## config.mk

```make
export PLATFORM = sky130hd
export DESIGN_NAME = snake_body_streamer
export DESIGN_NICKNAME = d
export VERILOG_FILES = /design/src/rtl/snake_body_streamer.sv
export SDC_FILE = /design/constraint.sdc
export NUM_CORES = 1
export LEC_CHECK = 0
export BUFFER_PORTS_ARGS = -buffer_cell sky130_fd_sc_hd__buf_2
export CORE_ASPECT_RATIO = 0.9
export CORE_MARGIN = 3
export CORE_UTILIZATION = 60
export CTS_CLUSTER_DIAMETER = 120
export CTS_CLUSTER_SIZE = 40
export DETAILED_ROUTE_END_ITERATION = 12
export PLACE_DENSITY_LB_ADDON = 0.05
export SLEW_MARGIN = 20
export SYNTH_ARGS = -nofsm -noshare
export SYNTH_HDL_FRONTEND = slang
export SYNTH_SLANG_ARGS = --single-unit
export TNS_END_PERCENT = 10
```

## constraint.sdc

```tcl
create_clock -name clk -period 4.4 [get_ports clk]
set_input_delay 0.22 -clock clk [delete_from_list [all_inputs] [get_ports clk]]
set_output_delay 0.22 -clock clk [all_outputs]
set_load 0.1 [all_outputs]
```

## src/rtl/snake_body_streamer.sv

```systemverilog
// rtl/snake_body_streamer.sv - snake body state and head-to-tail segment streamer
// Optional SNAKE_WRAP_EN: wrap at playfield edges instead of flagging a wall hit.
module snake_body_streamer #(
  parameter int GAME_WIDTH  = 18,
  parameter int GAME_HEIGHT = 13,
  parameter int MAX_LEN     = 64,
  parameter int INIT_LEN    = 3,
  parameter int START_X     = 4,
  parameter int START_Y     = 7
) (
  input  logic                           clk,
  input  logic                           rst,
  input  logic                           scan_start,
  input  logic                           step_valid,
  output logic                           step_ready,
  input  logic [1:0]                     step_dir,
  input  logic                           step_grow,
  output logic [4:0]                     snake_x,
  output logic [3:0]                     snake_y,
  output logic [1:0]                     snake_dir,
  output logic                           snake_first,
  output logic                           snake_last,
  output logic                           snake_valid,
  output logic [4:0]                     snake_head_x,
  output logic [3:0]                     snake_head_y,
  output logic [$clog2(MAX_LEN+1)-1:0]   length,
  output logic                           full,
  output logic                           wall_hit,
  output logic                           collided
);

  localparam int PW = $clog2(MAX_LEN);
  localparam int LW = $clog2(MAX_LEN + 1);

  typedef enum logic {IDLE, STREAM} state_t;
  state_t state_q, state_d;

  logic [1:0]    ring [MAX_LEN];
  logic [PW-1:0] head_ptr, rd_ptr, ptr_dec;
  logic [4:0]    walk_x;
  logic [3:0]    walk_y;
  logic [LW-1:0] beat_idx;
  logic          step_fire, step_oob, stream_beat;
  logic [8:0]    step_pos;

  function automatic logic [8:0] move_pos(input logic [4:0] x, input logic [3:0] y,
                                          input logic [1:0] d);
    logic [4:0] nx;
    logic [3:0] ny;
    nx = x;
    ny = y;
    case (d)
      2'd0: ny = y - 4'd1;
      2'd1: ny = y + 4'd1;
      2'd2: nx = x - 5'd1;
      default: nx = x + 5'd1;
    endcase
`ifdef SNAKE_WRAP_EN
    if (d == 2'd0 && y == 4'd1) ny = 4'(GAME_HEIGHT);
    if (d == 2'd1 && y == 4'(GAME_HEIGHT)) ny = 4'd1;
    if (d == 2'd2 && x == 5'd1) nx = 5'(GAME_WIDTH);
    if (d == 2'd3 && x == 5'(GAME_WIDTH)) nx = 5'd1;
`endif
    return {nx, ny};
  endfunction

  assign step_ready  = (state_q == IDLE) && !scan_start;
  assign step_fire   = step_valid && step_ready;
  assign full        = (length == LW'(MAX_LEN));
  assign ptr_dec     = head_ptr - PW'(1);
  assign step_pos    = move_pos(snake_head_x, snake_head_y, step_dir);
  assign stream_beat = (state_q == STREAM) && (beat_idx != length);

`ifdef SNAKE_WRAP_EN
  assign step_oob = 1'b0;
  assign wall_hit = 1'b0;
`else
  logic [5:0] tx;
  logic [4:0] ty;
  logic       wall_q;

  always_comb begin
    tx = {1'b0, snake_head_x};
    ty = {1'b0, snake_head_y};
    case (step_dir)
      2'd0: ty = ty - 5'd1;
      2'd1: ty = ty + 5'd1;
      2'd2: tx = tx - 6'd1;
      default: tx = tx + 6'd1;
    endcase
  end

  assign step_oob = (tx == 6'd0) || (tx > 6'(GAME_WIDTH)) ||
                    (ty == 5'd0) || (ty > 5'(GAME_HEIGHT));
  assign wall_hit = wall_q;

  always_ff @(posedge clk) begin
    if (rst) wall_q <= 1'b0;
    else if (step_fire && step_oob) wall_q <= 1'b1;
  end
`endif

  always_comb begin
    state_d = state_q;
    if (scan_start) state_d = STREAM;
    else if (state_q == STREAM && beat_idx == length) state_d = IDLE;
  end

  always_ff @(posedge clk) begin
    if (rst) begin
      state_q      <= IDLE;
      snake_head_x <= 5'(START_X);
      snake_head_y <= 4'(START_Y);
      length       <= LW'(INIT_LEN);
      head_ptr     <= '0;
      rd_ptr       <= '0;
      walk_x       <= '0;
      walk_y       <= '0;
      beat_idx     <= '0;
      snake_x      <= '0;
      snake_y      <= '0;
      snake_dir    <= '0;
      snake_first  <= 1'b0;
      snake_last   <= 1'b0;
      snake_valid  <= 1'b0;
      collided     <= 1'b0;
      for (int i = 0; i < MAX_LEN; i++) ring[i] <= 2'd2;
    end else begin
      state_q <= state_d;

      // Out-of-field steps are consumed without touching the body.
      if (step_fire && !step_oob) begin
        {snake_head_x, snake_head_y} <= step_pos;
        head_ptr      <= ptr_dec;
        ring[ptr_dec] <= {step_dir[1], ~step_dir[0]};
        if (step_grow && !full) length <= length + LW'(1);
      end

      if (scan_start) begin
        snake_x          <= snake_head_x;
        snake_y          <= snake_head_y;
        snake_dir        <= ring[head_ptr];
        snake_first      <= 1'b1;
        snake_last       <= (length == LW'(1));
        snake_valid      <= 1'b1;
        {walk_x, walk_y} <= move_pos(snake_head_x, snake_head_y, ring[head_ptr]);
        rd_ptr           <= head_ptr + PW'(1);
        beat_idx         <= LW'(1);
      end else if (stream_beat) begin
        snake_x          <= walk_x;
        snake_y          <= walk_y;
        snake_dir        <= ring[rd_ptr];
        snake_first      <= 1'b0;
        snake_last       <= (beat_idx == length - LW'(1));
        snake_valid      <= 1'b1;
        {walk_x, walk_y} <= move_pos(walk_x, walk_y, ring[rd_ptr]);
        rd_ptr           <= rd_ptr + PW'(1);
        beat_idx         <= beat_idx + LW'(1);
      end else begin
        snake_x     <= '0;
        snake_y     <= '0;
        snake_dir   <= '0;
        snake_first <= 1'b0;
        snake_last  <= 1'b0;
        snake_valid <= 1'b0;
      end

      // Head cannot move while streaming, so the live head is the reference.
      if (snake_valid && !snake_first &&
          snake_x == snake_head_x && snake_y == snake_head_y)
        collided <= 1'b1;
    end
  end

endmodule

```

; Word level (Yosys, flattened, before mapping)
; Memory sizes are Yosys's and may differ from the RTL's. A register that Yosys moved wholly into a read port is not among the register bits.
; Index checks and enable logic that the tools add are counted.
[op_classes]
add_sub_neg = 18
magnitude_cmp = 2
n_eq_ne = 14
n_mux = 41
n_bitwise = 3
reduce_logical = 36
[ops]
columns = op, n
row1 = $mux 6, 7
row2 = $pmux 5 s2, 4
row3 = $pmux 4 s2, 3
row4 = $mux 5, 4
row5 = $mux 4, 4
row6 = $mux 1, 15
row7 = $add 7x1->7 const B, 2
row8 = $eq 7x7->1, 2
row9 = $add 6x1->6 const B, 2
row10 = $pmux 6 s2, 1
row11 = $add 5x1->5 const B, 2
row12 = $logic_and 1x1->1, 10
row13 = $reduce_and 2->1, 5
row14 = $reduce_or 2->1, 5
row15 = $sub 5x1->5 const B, 2
row16 = $add 4x1->4 const B, 2
row17 = $sub 4x1->4 const B, 2
row18 = $eq 7x1->1 const B, 1
row19 = $eq 7x7->1 const B, 1
row20 = $ne 7x7->1, 1
row21 = $sub 7x1->7 const B, 1
row22 = $add 5x1->6 const B, 1
row23 = $eq 2x1->1 const B, 3
row24 = $eq 2x2->1 const B, 3
row25 = other kinds (18), 31
[word_totals]
register_bits = 61
ram_bits = 128
in_bits = 7
output_inout_bits = 34
wordCells = 133
memories = 1
[mem_list]
columns = name, words, width, read_ports, rd_ports_with_merged_regs, wr, line
row1 = ring, 64, 2, 2, 2, 64, 38  ; logic [1:0] ring [MAX_LEN];

; Depth between registers and ports, before layout
[depth]
ltp_word = 14
ltp_mapped = 17
depth_no_buf = 14

; Least setup slack after synthesis
; No wires, ideal clock.
[synth_timing]
path_kind = reg2reg
start = register snake_head_x[1]
end = memory ring[0][0] (enable)
setup_time_ns = 0.327
t_arrival_ns = 3.878
required_time_ns = 4.073
slack_ns = 0.195
stages_incl_launch_ff = 15
n_path_buf = 3
synth_period_minus_slack_ns = 4.205
cell_sequence = dfxtp_1 buf_2 clkinv_1 xnor2_1 ha_1 and2_1 o21a_1 o21ai_0 nor4_1 o32ai_2 nand3_1 or3_1 clkbuf_1 buf_2 o21ai_0
[synth_lines]
columns = element, line
row1 = "start, declared", 24  ; output logic [4:0] snake_head_x,
row2 = "start signal, assigned", 112  ; snake_head_x <= 5'(START_X);
row3 = "start signal, assigned", 133  ; {snake_head_x, snake_head_y} <= step_pos;
row4 = "end, declared", 38

==> impl_metrics.json <==
{
  "min_period_ns": 3.989,
  "path_clk_slew_ns": 0.14,
  "netlist_area_um2": 11980,
  "max-vdd-ir-drop_uv": 369.6,
  "syn_area_per_cell_um2": 10.07,
  "antenna_found_initial": 0,
  "setup_viol": 0,
  "path_class": "flip-flop to flip-flop",
  "area_delta_synth_final_pct": 4.983,
  "status": "completed",
  "hp-class": "input port to flip-flop",
  "clk_path_buf_depth": 3,
  "yosys_warnings": 0,
  "fin_nets": 1211,
  "placed_area_um2": 12300,
  "fp.dieW_um": 154.9,
  "rsz0062_at_grt": "false",
  "vias": 9502,
  "cts_resized": 0,
  "synthFlopType": "edfxtp_1",
  "critPathRequiredTime_ns": 4.81,
  "whs_endpoint": "wall_hit",
  "p_leak_nw": 4.065,
  "synth-edff-count": 128,
  "grtUsageTotal_pct": 31.65,
  "reg2reg_depth": 14,
  "postRouteAntennaNets": 0,
  "slew_violations": 0,
  "powerDensity_nw_per_um2": 318.4,
  "dieArea_um2": 21700,
  "finalPower_mw": 4.004,
  "diodes": 0,
  "critical_path_arrival_ns": 4.40,
  "wirelength_mm": 34.78,
  "crit_fanout": 20,
  "grt_pass1_wl_mm": 52.66,
  "grt-ovfl-total": 0,
  "ios": 41,
  "ys_async_sr_fraction_pct": 0,
  "grt_max_degree": 55,
  "dr.first_iter.drc_count": 911,
  "ys_ff_latch": 201,
  "seq_area_frac_synth_pct": 44.29,
  "timing.setup.tns_ns": 0,
  "fin_crit_sh_pct": 90.66,
  "gp_congestion": 1.009,
  "fp.dieH_um": 140.0,
  "htreeDepth": 1,
  "fp-row-count": 48,
  "drc": 0,
  "r2r_slack_ns": 0.41,
  "r2r-end": "walk_x[4]",
  "synthCells": 1190,
  "avgViaCountPerCell": 6.631,
  "endpoint_kind": "flip-flop",
  "final_util_pct": 64.82,
  "post-cts-setup-buffers": 0,
  "worstHoldPathCells": 4,
  "final_area_um2": 12570,
  "nFillCells": 1543,
  "synth.distinct_cells": 81,
  "synthesis.nets": 1220,
  "cts_hold_buf": 0,
  "wl_per_cell_um": 24.27,
  "cp-start-kind": "flip-flop",
  "grt_pass1_vias": 8898,
  "final_hold_viol_count": 0,
  "numPortBuffers": 40,
  "firstDrtPassIters": 6,
  "skew_ns": 0.05027,
  "maxCapViolations": 0,
  "worstMarginPinSlew_ns": 1.094,
  "relSlewSlack_pct": 26.73,
  "clockRootBuffer": "clkbuf_16",
  "cts_tree": "yes",
  "clock-sinks": 201,
  "dpl.hpwl_mm": 25.36,
  "start_util_pct": 61.75,
  "fmax_ghz": 0.2507,
  "min_from": "step_valid",
  "clk_latency_ns": 0.50,
  "numCtsBuffers": 9,
  "drive_gt1_share_pct": 13.78,
  "core_area_um2": 19400
}
area by class of cell:
cell class | instances | area, µm² | area share [%]
multi-input combinational | 861 | 6083 | 48.38
sequential | 201 | 5309 | 42.22
timing repair buffer | 74 | 467.9 | 3.721
tap | 250 | 312.8 | 2.488
clock buffer | 11 | 232.7 | 1.851
inverter | 34 | 127.6 | 1.015
clock inverter | 2 | 41.29 | 0.3284
cell families (layout without fill, tap and decap cells):
kind of cell	Yosys count	count (layout)	synth area share, %
flops	201	201	44.29
xor+xnor	58	58	4.241
simple gates	455	455	17.33
fa+ha+maj	23	23	2.591
mux	118	118	15.18
buf+inv	128	121	4.983
compound gates	207	207	11.39
worst max-delay path: stages, from the launching register on:
cell     delay [ns]
dfxtp_2        0.76
mux4_2         0.58
a22oi_1        0.22
o31ai_1        0.10
nor3_1         0.27
a41oi_1        0.19
or2_2          0.43
inv_1          0.11
ha_1           0.27
a21o_1         0.19
a21oi_1        0.16
xor2_1         0.20
xnor2_1        0.14
a21oi_1        0.08
and3_1         0.19
layer usage:
layer  GRT usage [%]  vias to the layer above  share of wire [%]
li1                -                     4285                  -
met1           49.00                     4595                 42
met2           43.77                      578                 41
met3           10.66                       44                 15
met4           5.762                        0                1.8
met5               0                        -                  0
registers in the layout, summed over array words and instances (netlist names), named ones only:
register / cells
beat_idx: 7
collided: 1
head_ptr: 6
length: 7
rd_ptr: 6
ring: 128
snake_dir: 2
snake_first: 1
snake_head_x: 5
snake_head_y: 4
snake_last: 1
snake_valid: 1
snake_x: 5
snake_y: 4
state_q: 1
walk_x: 5
walk_y: 4
wall_hit: 1
where the power goes:
part / switching, mW / total (mW) / internal, mW
sequential: 0.103 / 2.16 / 2.06
combinational: 0.532 / 0.830 / 0.299
clock: 0.610 / 1.01 / 0.401
cells in the mapped netlist (7+ instances only):
cell        n  area, µm²
a211oi_1   10      75.07
a21oi_1    27      135.1
a31oi_1     9      56.30
and2_1      7      43.79
buf_1       9      33.78
buf_2      34      170.2
buf_4      11      82.58
clkbuf_1   34      127.6
dfxtp_1    73       1461
edfxtp_1  128       3844
ha_1       20      250.2
inv_1      32      120.1
mux2_2     19      214.0
mux2i_1    50      500.5
mux4_2     42      945.9
nand2_1   160      600.6
nand2b_1    8      50.05
nand3_1    27      135.1
nand4_1    13      81.33
nor2_1    146      548.0
nor2b_1    16      100.1
nor3_1     25      125.1
o21ai_0    83      415.4
o22ai_1     9      56.30
or3_1      11      68.82
xnor2_1    34      297.8
xor2_1     24      210.2
worst max-delay path by stage:
stage | endpoint | cells after the start | slack, ns | from
after floorplan | ring[0][0] | 14 | 0.20 | snake_head_x[1]
after global placement | walk_x[4] | 14 | 0.47 | flip-flop
after detailed placement | walk_x[4] | 14 | 0.42 | flip-flop
after CTS | walk_x[4] | 14 | 0.39 | flip-flop
after global routing | walk_y[3] | 14 | 0.06 | flip-flop
final | walk_x[4] | 14 | 0.41 | flip-flop
cells in the final DEF (no fill, tap or decap), types with 16 or more instances in the layout:
| master | netlist | routed |
|---|---|---|
| nand2_1 | 160 | 160 |
| nor2_1 | 146 | 146 |
| edfxtp_1 | 128 | 128 |
| o21ai_0 | 83 | 83 |
| dfxtp_1 | 73 | 70 |
| mux2i_1 | 50 | 50 |
| mux4_2 | 42 | 42 |
| buf_2 | 34 | 40 |
| xnor2_1 | 34 | 33 |
| buf_4 | 11 | 33 |
| inv_1 | 32 | 32 |
| nand3_1 | 27 | 27 |
| a21oi_1 | 27 | 27 |
| nor3_1 | 25 | 25 |
| xor2_1 | 24 | 24 |
| ha_1 | 20 | 20 |
| mux2_2 | 19 | 19 |
| nor2b_1 | 16 | 16 |
per-stage QoR:
| step | instances | hold WS (ns) | setup slack, ns |
|---|---|---|---|
| finish | 1433 | 0.1525 | 0.4110 |
| global placement | 1420 | 0.4462 | 0.4742 |
| CTS | 1433 | 0.1484 | 0.3941 |
| floorplan | 1190 | 0.4453 | 0.1952 |
| detailed placement | 1420 | 0.4546 | 0.4227 |
| global route | 1433 | 0.1904 | 0.05943 |
Power figures use the tool's default switching activity.
